File: config.mk
export PLATFORM = sky130hd
export DESIGN_NAME = wasm_stack_core
export DESIGN_NICKNAME = d
export VERILOG_FILES = /design/src/rtl/wasm_pkg.sv /design/src/rtl/wasm_leb128_acc.sv /design/src/rtl/wasm_stack_core.sv
export SDC_FILE = /design/constraint.sdc
export NUM_CORES = 2
export LEC_CHECK = 0
export ABC_AREA = 1
export BUFFER_PORTS_ARGS = -buffer_cell sky130_fd_sc_hd__buf_2
export CORE_UTILIZATION = 60
export DETAILED_ROUTE_END_ITERATION = 7
export PLACE_DENSITY = 0.77
export SYNTH_ARGS = -nofsm -noshare
export SYNTH_HDL_FRONTEND = slang
export SYNTH_SLANG_ARGS = --single-unit
File: constraint.sdc
create_clock -name clk -period 15.05 [get_ports clk]
set_clock_uncertainty 0.15 [all_clocks]
set_input_delay 1.505 -clock clk [delete_from_list [all_inputs] [get_ports clk]]
set_output_delay 1.505 -clock clk [all_outputs]
set_load 0.005 [all_outputs]
File: src/rtl/wasm_pkg.sv
// Shared opcodes, FSM states, trap causes and LEB128 sizing helper
// for the WASM stack-machine core.
package wasm_pkg;

    localparam logic [7:0] OP_UNREACH = 8'h00;
    localparam logic [7:0] OP_END     = 8'h0B;
    localparam logic [7:0] OP_CALL    = 8'h10;
    localparam logic [7:0] OP_DROP    = 8'h1A;
    localparam logic [7:0] OP_LGET    = 8'h20;
    localparam logic [7:0] OP_LSET    = 8'h21;
    localparam logic [7:0] OP_I32C    = 8'h41;
    localparam logic [7:0] OP_I64C    = 8'h42;
    localparam logic [7:0] OP_ADD     = 8'h6A;
    localparam logic [7:0] OP_SUB     = 8'h6B;
    localparam logic [7:0] OP_MUL     = 8'h6C;
    localparam logic [7:0] OP_I64ADD  = 8'h7C;

    localparam logic [2:0] TC_NONE      = 3'd0;
    localparam logic [2:0] TC_ILLEGAL   = 3'd1;
    localparam logic [2:0] TC_UNDERFLOW = 3'd2;
    localparam logic [2:0] TC_OVERFLOW  = 3'd3;
    localparam logic [2:0] TC_CALL_OVF  = 3'd4;
    localparam logic [2:0] TC_BAD_LOCAL = 3'd5;
    localparam logic [2:0] TC_BAD_IMM   = 3'd6;
    localparam logic [2:0] TC_UNREACH   = 3'd7;

    typedef enum logic [2:0] {
        ST_IDLE,
        ST_FETCH,
        ST_IMM,
        ST_EXEC,
        ST_HALT,
        ST_TRAP
    } state_t;

    function automatic int leb_max_bytes(input int w);
        return (w + 6) / 7;
    endfunction

    function automatic logic has_imm(input logic [7:0] op);
        return op inside {OP_CALL, OP_LGET, OP_LSET, OP_I32C, OP_I64C};
    endfunction

endpackage

File: src/rtl/wasm_leb128_acc.sv
// LEB128 accumulator: one 7-bit group per valid byte, LSB first,
// with optional sign extension from bit 6 of the final byte.
module wasm_leb128_acc
    import wasm_pkg::*;
#(
    parameter int DATA_W = 32
) (
    input  logic              clk,
    input  logic              rst,
    input  logic              clr,
    input  logic              byte_valid,
    input  logic [7:0]        byte_in,
    input  logic              signed_mode,
    output logic [DATA_W-1:0] value,
    output logic              done,
    output logic              overlong
);

    localparam int MAXB = leb_max_bytes(DATA_W);
    localparam int AW   = MAXB * 7;

    logic [AW-1:0] r_acc;
    logic [3:0]    r_cnt;
    logic [7:0]    w_sh;
    logic [AW-1:0] w_chunk;
    logic [AW-1:0] w_ext;
    logic [AW-1:0] w_full;

    always_comb begin
        w_sh    = 8'(r_cnt) * 8'd7;
        w_chunk = AW'(byte_in[6:0]) << w_sh;
        w_ext   = '0;
        if (signed_mode && byte_in[6])
            w_ext = {AW{1'b1}} << (w_sh + 8'd7);
        w_full  = r_acc | w_chunk | w_ext;
    end

    assign value    = DATA_W'(w_full);
    assign done     = byte_valid && !byte_in[7];
    assign overlong = byte_valid && (r_cnt >= 4'(MAXB));

    always_ff @(posedge clk) begin
        if (rst || clr) begin
            r_acc <= '0;
            r_cnt <= '0;
        end else if (byte_valid) begin
            r_acc <= r_acc | w_chunk;
            r_cnt <= r_cnt + 4'd1;
        end
    end

endmodule

File: src/rtl/wasm_stack_core.sv
// WASM stack-machine core: byte fetch over rd_en/ready, LEB128 immediates,
// single-cycle execute on register operand/call stacks with sticky traps.
module wasm_stack_core
    import wasm_pkg::*;
#(
    parameter int DATA_W     = 32,
    parameter int ADDR_W     = 32,
    parameter int OP_DEPTH   = 16,
    parameter int CALL_DEPTH = 8,
    parameter int N_LOCALS   = 8
) (
    input  logic                          clk,
    input  logic                          rst,
    input  logic                          rom_mapped,
    input  logic [ADDR_W-1:0]             first_instr,
    output logic [ADDR_W-1:0]             mem_addr,
    output logic                          mem_rd_en,
    input  logic [7:0]                    mem_data,
    input  logic                          mem_ready,
    output logic [31:0]                   func_idx,
    input  logic [ADDR_W-1:0]             func_addr,
    output logic                          halted,
    output logic                          trap,
    output logic [2:0]                    trap_code,
    output logic [$clog2(OP_DEPTH+1)-1:0] op_depth,
    output logic [DATA_W-1:0]             op_top
);

    localparam int OPW = $clog2(OP_DEPTH);
    localparam int SPW = $clog2(OP_DEPTH + 1);
    localparam int CW  = $clog2(CALL_DEPTH);
    localparam int CSW = $clog2(CALL_DEPTH + 1);
    localparam int LW  = $clog2(N_LOCALS);

    state_t            r_state, w_state_nxt;
    logic [ADDR_W-1:0] r_pc;
    logic              r_req;
    logic [7:0]        r_op;
    logic [DATA_W-1:0] r_imm;
    logic [2:0]        r_tcode;
    logic [DATA_W-1:0] r_ops [OP_DEPTH];
    logic [SPW-1:0]    r_sp;
    logic [ADDR_W-1:0] r_cs [CALL_DEPTH];
    logic [CSW-1:0]    r_csp;
    logic [DATA_W-1:0] r_loc [N_LOCALS];

    logic              w_cap, w_has_imm;
    logic [DATA_W-1:0] w_leb_val;
    logic              w_leb_done, w_leb_ovl;
    logic [OPW-1:0]    w_i1, w_i2, w_ip;
    logic [CW-1:0]     w_ci, w_cp;
    logic [LW-1:0]     w_li;
    logic              w_bad_loc, w_full, w_halt;
    logic [DATA_W-1:0] w_a, w_b, w_res;
    logic [31:0]       w_r32;
    logic [2:0]        w_fault, w_tc_nxt;

    assign w_cap     = r_req && mem_ready;
    assign w_has_imm = has_imm(mem_data) && (DATA_W == 64 || mem_data != OP_I64C);

    wasm_leb128_acc #(.DATA_W(DATA_W)) u_leb (
        .clk         (clk),
        .rst         (rst),
        .clr         (r_state == ST_FETCH),
        .byte_valid  (r_state == ST_IMM && w_cap),
        .byte_in     (mem_data),
        .signed_mode (r_op == OP_I32C || r_op == OP_I64C),
        .value       (w_leb_val),
        .done        (w_leb_done),
        .overlong    (w_leb_ovl)
    );

    assign w_i1      = OPW'(r_sp - SPW'(1));
    assign w_i2      = OPW'(r_sp - SPW'(2));
    assign w_ip      = OPW'(r_sp);
    assign w_ci      = CW'(r_csp - CSW'(1));
    assign w_cp      = CW'(r_csp);
    assign w_li      = LW'(r_imm);
    assign w_bad_loc = r_imm >= DATA_W'(N_LOCALS);
    assign w_full    = r_sp == SPW'(OP_DEPTH);
    assign w_a       = r_ops[w_i2];
    assign w_b       = r_ops[w_i1];

    always_comb begin
        w_r32 = w_a[31:0] + w_b[31:0];
        if (r_op == OP_SUB) w_r32 = w_a[31:0] - w_b[31:0];
        if (r_op == OP_MUL) w_r32 = w_a[31:0] * w_b[31:0];
        w_res = DATA_W'(w_r32);
        if (r_op == OP_I64ADD) w_res = w_a + w_b;
    end

    // Fault check for the op in EXEC; pops are checked before pushes.
    always_comb begin
        w_fault = TC_NONE;
        w_halt  = 1'b0;
        case (r_op)
            OP_I32C:   if (w_full) w_fault = TC_OVERFLOW;
            OP_I64C:   if (DATA_W != 64) w_fault = TC_ILLEGAL;
                       else if (w_full) w_fault = TC_OVERFLOW;
            OP_ADD, OP_SUB, OP_MUL:
                       if (r_sp < SPW'(2)) w_fault = TC_UNDERFLOW;
            OP_I64ADD: if (DATA_W != 64) w_fault = TC_ILLEGAL;
                       else if (r_sp < SPW'(2)) w_fault = TC_UNDERFLOW;
            OP_DROP:   if (r_sp == '0) w_fault = TC_UNDERFLOW;
            OP_LGET:   if (w_bad_loc) w_fault = TC_BAD_LOCAL;
                       else if (w_full) w_fault = TC_OVERFLOW;
            OP_LSET:   if (w_bad_loc) w_fault = TC_BAD_LOCAL;
                       else if (r_sp == '0) w_fault = TC_UNDERFLOW;
            OP_CALL:   if (r_csp == CSW'(CALL_DEPTH)) w_fault = TC_CALL_OVF;
            OP_END:    w_halt = (r_csp == '0);
            OP_UNREACH: w_fault = TC_UNREACH;
            default:   w_fault = TC_ILLEGAL;
        endcase
    end

    always_comb begin
        w_state_nxt = r_state;
        w_tc_nxt    = (r_state == ST_IMM) ? TC_BAD_IMM : w_fault;
        case (r_state)
            ST_IDLE:  if (rom_mapped) w_state_nxt = ST_FETCH;
            ST_FETCH: if (w_cap) w_state_nxt = w_has_imm ? ST_IMM : ST_EXEC;
            ST_IMM:   if (w_cap) begin
                          if (w_leb_ovl) w_state_nxt = ST_TRAP;
                          else if (w_leb_done) w_state_nxt = ST_EXEC;
                      end
            ST_EXEC:  if (w_fault != TC_NONE) w_state_nxt = ST_TRAP;
                      else if (w_halt) w_state_nxt = ST_HALT;
                      else w_state_nxt = ST_FETCH;
            default:  w_state_nxt = r_state;
        endcase
    end

    always_ff @(posedge clk) begin
        if (rst) r_state <= ST_IDLE;
        else     r_state <= w_state_nxt;
    end

    always_ff @(posedge clk) begin
        if (rst) begin
            r_pc    <= '0;
            r_req   <= 1'b0;
            r_op    <= '0;
            r_imm   <= '0;
            r_tcode <= '0;
            r_sp    <= '0;
            r_csp   <= '0;
            for (int i = 0; i < OP_DEPTH; i++)   r_ops[i] <= '0;
            for (int i = 0; i < CALL_DEPTH; i++) r_cs[i]  <= '0;
            for (int i = 0; i < N_LOCALS; i++)   r_loc[i] <= '0;
        end else begin
            case (r_state)
                ST_IDLE: if (rom_mapped) r_pc <= first_instr;
                ST_FETCH, ST_IMM: begin
                    // Request drops on capture, guaranteeing an idle cycle.
                    if (w_cap) begin
                        r_req <= 1'b0;
                        r_pc  <= r_pc + 1'b1;
                        if (r_state == ST_FETCH) r_op <= mem_data;
                        if (r_state == ST_IMM && w_leb_done) r_imm <= w_leb_val;
                    end else if (!r_req) begin
                        r_req <= 1'b1;
                    end
                end
                ST_EXEC: if (w_fault == TC_NONE && !w_halt) begin
                    case (r_op)
                        OP_I32C: begin
                            r_ops[w_ip] <= DATA_W'(r_imm[31:0]);
                            r_sp        <= r_sp + 1'b1;
                        end
                        OP_I64C: begin
                            r_ops[w_ip] <= r_imm;
                            r_sp        <= r_sp + 1'b1;
                        end
                        OP_ADD, OP_SUB, OP_MUL, OP_I64ADD: begin
                            r_ops[w_i2] <= w_res;
                            r_sp        <= r_sp - 1'b1;
                        end
                        OP_DROP: r_sp <= r_sp - 1'b1;
                        OP_LGET: begin
                            r_ops[w_ip] <= r_loc[w_li];
                            r_sp        <= r_sp + 1'b1;
                        end
                        OP_LSET: begin
                            r_loc[w_li] <= w_b;
                            r_sp        <= r_sp - 1'b1;
                        end
                        OP_CALL: begin
                            r_cs[w_cp] <= r_pc;
                            r_csp      <= r_csp + 1'b1;
                            r_pc       <= func_addr;
                        end
                        OP_END: begin
                            r_pc  <= r_cs[w_ci];
                            r_csp <= r_csp - 1'b1;
                        end
                        default: ;
                    endcase
                end
                default: ;
            endcase
            if (w_state_nxt == ST_TRAP && r_state != ST_TRAP)
                r_tcode <= w_tc_nxt;
        end
    end

    assign mem_addr  = r_pc;
    assign mem_rd_en = r_req;
    assign func_idx  = r_imm[31:0];
    assign halted    = (r_state == ST_HALT);
    assign trap      = (r_state == ST_TRAP);
    assign trap_code = r_tcode;
    assign op_depth  = r_sp;
    assign op_top    = (r_sp == '0) ? '0 : w_b;

endmodule
# After elaboration in Yosys (flattened, before gate mapping)
# Memories as Yosys holds them, arrays and structs flattened. A register that Yosys moved wholly into a read port is not among the register bits.
# Index checks and enable logic that the tools add are counted.
# W data, S select, Z words.
# word_totals
inputBits	76
mem_bits_rw	1024
ff_bits	127
wordCells	180
mem_count	3
# mem_list
memory	words	width	rd	rd_ports_with_merged_regs	write_ports	line	text
r_ops	16	32	2	0	16	wasm_stack_core.sv:41	logic [DATA_W-1:0] r_ops [OP_DEPTH];
r_cs	8	32	1	0	8	wasm_stack_core.sv:43	logic [ADDR_W-1:0] r_cs [CALL_DEPTH];
r_loc	8	32	1	1	8	wasm_stack_core.sv:45	logic [DATA_W-1:0] r_loc [N_LOCALS];
# op_classes
n_bitwise	4
magnitude_cmp	3
n_mux	79
mul	2
n_reduce_logical	37
n_eq_ne	30
addsub	10
shift	2
# op_table
operator	count
$mux W32	14
$reduce_or A32 Y1	4
$pmux W32 S3	1
$eq A8 B7 Y1 const B	8
$pmux W32 S2	1
$mux W3	15
$mux W1	39
$or A35 B35 Y35	1
$shl A35 B8 Y32 const A	1
$shl A7 B7 Y35	1
$add A32 B1 Y32 const B	1
$add A32 B32 Y32	1
$eq A8 B6 Y1 const B	4
$ge A32 B4 Y1 const B	1
$mul A32 B32 Y32	1
$or A32 B32 Y32	1
$sub A32 B32 Y32	1
$eq A8 B5 Y1 const B	3
$pmux W3 S8	1
$pmux W3 S4	1
$reduce_and A3 Y1	4
$pmux W5 S2	1
$eq A3 B3 Y1 const B	3
$logic_and A1 B1 Y1	9
other kinds (36)	50

# Logic depth before layout (Yosys ltp)
# logic_depth
word_depth	15
depth_mapped	54

# Cells and area by module
# Synthesis repeated with hierarchy kept, for this count alone.
# hier_totals
hier_cells	9350
hier_area_um2	77350.4
# by_module_without_submodules
module	n_inst	cells_each	area_per_inst_um2
wasm_stack_core	1	8971	74853.0
wasm_leb128_acc	1	379	2497.4

# Worst setup path before layout
# No wires, ideal clock.
# synth_timing
path_kind	register -> register
from	register r_sp[0], in the netlist op_depth[0]
to	memory r_ops[2][25], data pin
path_slack_ps	5396
arrival_time_ps	9238
n_path_buf	12
setup_time_ps	266
path_stages_with_launch	53
path_cell_list	dfxtp_1 buf_6 inv_4 buf_6 buf_6 buf_6 buf_6 ha_1 buf_2 clkinv_2 buf_2 buf_2 nand3_1 nand3_1 nand3_1 nand2_1 clkbuf_1 inv_1 [17 not listed] ha_1 a21o_1 a31oi_1 nand3_1 nand2_1 nand2_1 a21oi_1 o21ai_0 a21oi_1 inv_1 a21oi_1 or2_2 nand3_1 o211ai_1 nor2_1 a21oi_1 buf_2 nor2_1
# synth_rtl
item	line	text
start: declaration	wasm_stack_core.sv:42	logic [SPW-1:0] r_sp;
start signal: assignment	wasm_stack_core.sv:168	r_sp <= r_sp + 1'b1;
start signal: assignment	wasm_stack_core.sv:172	r_sp <= r_sp + 1'b1;
start signal: assignment	wasm_stack_core.sv:176	r_sp <= r_sp - 1'b1;
end: declaration	wasm_stack_core.sv:41	

==> out/qor.txt <==
Simple-gate area share of the yosys netlist: 22.6%
Critical-path maximum fanout: 163
Synth cell types: 63
First-pass GRT wire length: 420000 microns
Final estimated routing congestion in global placement: 1.06
Number of gates resized after CTS: 0
Port Buf Inserts: 182
Post-CTS setup buffer count: 0
Failing checks: DRC, capacitance limit, slew limit
DPL Wire Length: 188000 microns
Largest family of logic cells by synthesized area: simple AND/OR/NAND/NOR gates
Layout Cells excl Fill: 10870
F_max: 0.0743 GHz
Post-route worst setup slack: 1580 ps
Sw Pwr: 7690 uW
Startpoint types: register
Net count after synthesis: 9880
Setup CP Type: reg2reg
Final Hold Viols: 0
Slew @ Worst Pin: 1500 ps
Area growth, synth to finish: 7.25%
WP data required: 15400 ps
CP max stage delay: 1020 ps
Synth Area in Compound Gates: 11.0%
CTS sink cnt: 1151
Setup WS pre-CTS: 2080 ps
Outcome: finished with violations
Mux contribution to synthesized area: 0.425%
Synth Register Bits: 1151
Row cnt: 131
Total CTS buffers: 119
Logic pwr share: 58.9%
Gate Count Post-Synth: 9182
Max clock buf depth: 3
Hold Crit Class: reg2reg
CTS tree: done
Nets@finish: 9733
Post-Syn Area: 77700 sq um
Most used cell along the critical path: fa_1
Hold_buf cts: 0
EDFF count, synth: 1024
Switching fraction of total power: 46.4%
Global route overflow: 0
Worst-Skew Late Latency: 810 ps
Vias per Instance: 6.45
Initial core utilization: 60.7%
Relative slew slack: -0.741%
Root Buffer Master: clkbuf_16
Final Power: 16600 uW
Placed insts: 10643
Detail Route Antenna Nets: 0
XOR/XNOR share of the synthesized area: 0.636%
Post-DR wirelength/cell: 26.4 microns
DRC: 9
Max-cap violations: 1
Leakage power: 0.0337 uW
Setup violators final: 0
IO Count: 183
Largest net degree at the start of global routing: 199
Max-slew violation count: 1
Worst Path Arrival: 13820 ps
Die Y: 362 microns
CP max stage cell: a21oi_1
Ys flop type: edfxtp_1
Detailed Routing Iterations Pass 1: 8
Clock share of power: 19.0%
Peak supply drop: 0.000500 V
Cell Pwr Density: 199 nW/um^2
Reg clk slew, reported paths: 60 ps
Initial DRC Count: 11535
Sequential power share: 22.1%
Width of the die: 362 microns
Syn_area_per_cell: 8.46 sq um
Vias in the first global route: 67420
H-tree depth: 3
Ys Warns: 0
Core area: 128000 sq um
TNS Setup: 0 ps
Adder-Cell Fraction of Synth Area: 14.0%
Routed wire length: 287000 microns
Min Tclk post-route: 13470 ps
Ys async rst share: 0%
Global Route Usage Sum: 43.4%
Antenna violations before repair: 9
DIE AREA: 131000 sq um
RSZ-0062 raised after global routing: false
Crit path capture type: register
Period utilisation layout: 89.5%
Internal power: 8870 uW
Vias: 70093
Layout cells sized above 1: 8.05%
Sequential-to-total area share from yosys stat: 42.8%
[worst paths after layout]
kind                                 from                           end  slack, ps  cells past startpoint
max              op_depth[0]$_SDFFE_PP0P_    r_ops[8][29]$_SDFFCE_PN0P_       1580                     38
min          u_leb.r_acc[26]$_SDFFE_PP0P_  u_leb.r_acc[26]$_SDFFE_PP0P_        300                      2
max reg2reg      op_depth[0]$_SDFFE_PP0P_    r_ops[8][29]$_SDFFCE_PN0P_       1580                     38
min reg2reg  u_leb.r_acc[26]$_SDFFE_PP0P_  u_leb.r_acc[26]$_SDFFE_PP0P_        300                      2
[layer usage]
layer / share of wire, % / routed length [microns] / vias up / GRT usage (%)
met4: 6.8 / 19400 / 16 / 25.9
met2: 43 / 123000 / 5386 / 64.8
met5: 0.035 / 99 / - / 0
met1: 35 / 102000 / 33364 / 56.1
met3: 15 / 42500 / 1225 / 12.7
li1: - / - / 30102 / -
[cell usage in the layout, fill, tap and decap left out, drive strengths merged, types with 26 or more instances in the layout]
| master | count |
|---|---|
| buf | 339 |
| clkinv | 83 |
| mux2i | 33 |
| o22ai | 40 |
| edfxtp | 1024 |
| o221ai | 74 |
| nor4 | 26 |
| a32oi | 34 |
| clkbuf | 147 |
| o211ai | 142 |
| inv | 927 |
| nand3 | 762 |
| a21oi | 410 |
| fa | 413 |
| ha | 209 |
| a31oi | 51 |
| nor2 | 1850 |
| xor2 | 36 |
| dfxtp | 127 |
| nand2 | 1540 |
| o21ai | 639 |
| nor3 | 52 |
[power by group through the flow]
| stage | clock (uW) | sequential, uW | combinational (uW) |
|---|---|---|---|
| finish | 3150 | 3650 | 9750 |
| global route | 3250 | 3660 | 10700 |
| CTS | 3130 | 3650 | 9520 |
| detailed placement | 0 | 3720 | 9400 |
| global placement | 0 | 3710 | 9410 |
| floorplan | 0 | 3700 | 6540 |
[synth_stat cells (all sizes together) (74+ instances only)]
library cell     n  share of area (%)
nand2         1540                7.6
clkbuf         311                1.5
ha             209                3.4
nand3          762                4.9
dfxtp          127                3.3
edfxtp        1024                 40
fa             413                 11
a21oi          410                2.7
o221ai          74               0.83
o211ai         142                1.4
nor2          1850                9.0
inv            920                4.5
o21ai          639                4.1
buf            296                2.4
[registers in the layout, summed over array words and instances (netlist names), named ones only]
register	flops
func_idx	32
mem_addr	32
mem_rd_en	1
op_depth	5
r_cs	256
r_csp	4
r_loc	256
r_op	8
r_ops	512
r_state	3
trap_code	3
u_leb.r_acc	32
u_leb.r_cnt	4
[layout make-up]
| class | count | area (sq um) |
|---|---|---|
| timing repair buffer | 339 | 2100 |
| tap | 1729 | 2160 |
| clock buffer | 147 | 3150 |
| clock inverter | 77 | 1000 |
| inverter | 957 | 3610 |
| sequential | 1151 | 33300 |
| multi-input combinational | 6467 | 38000 |
| fill | 10431 | 44700 |
| antenna | 3 | 7.51 |
[through the flow]
stage               util [%]  area [sq um]  hold WS (ps)
finish                  65.1         83300           297
global route            65.1         83300           318
CTS                     65.1         83300           296
detailed placement      61.9         79200           287
global placement        61.9         79200           279
floorplan                  -         77700           271
[kinds of logic (layout without fill, tap and decap cells)]
group | count (synthesis) | in the layout
AND/OR/NAND/NOR | 4290 | 4290
buffers and inverters | 1564 | 1520
AO/OA/AOI/OAI | 1469 | 1469
flip-flops | 1151 | 1151
adder cells (fa/ha/maj) | 622 | 622
XOR/XNOR | 53 | 53
multiplexers | 33 | 33
other | 0 | 3
[worst max-delay path, delay by kind of cell (launching register included)]
kind / cells / cell delay (ps)
fa+ha+maj: 10 / 5010
buf+inv: 9 / 3020
simple gates: 15 / 1950
compound gates: 4 / 1630
flops: 1 / 990
Power figures use the tool's default switching activity.
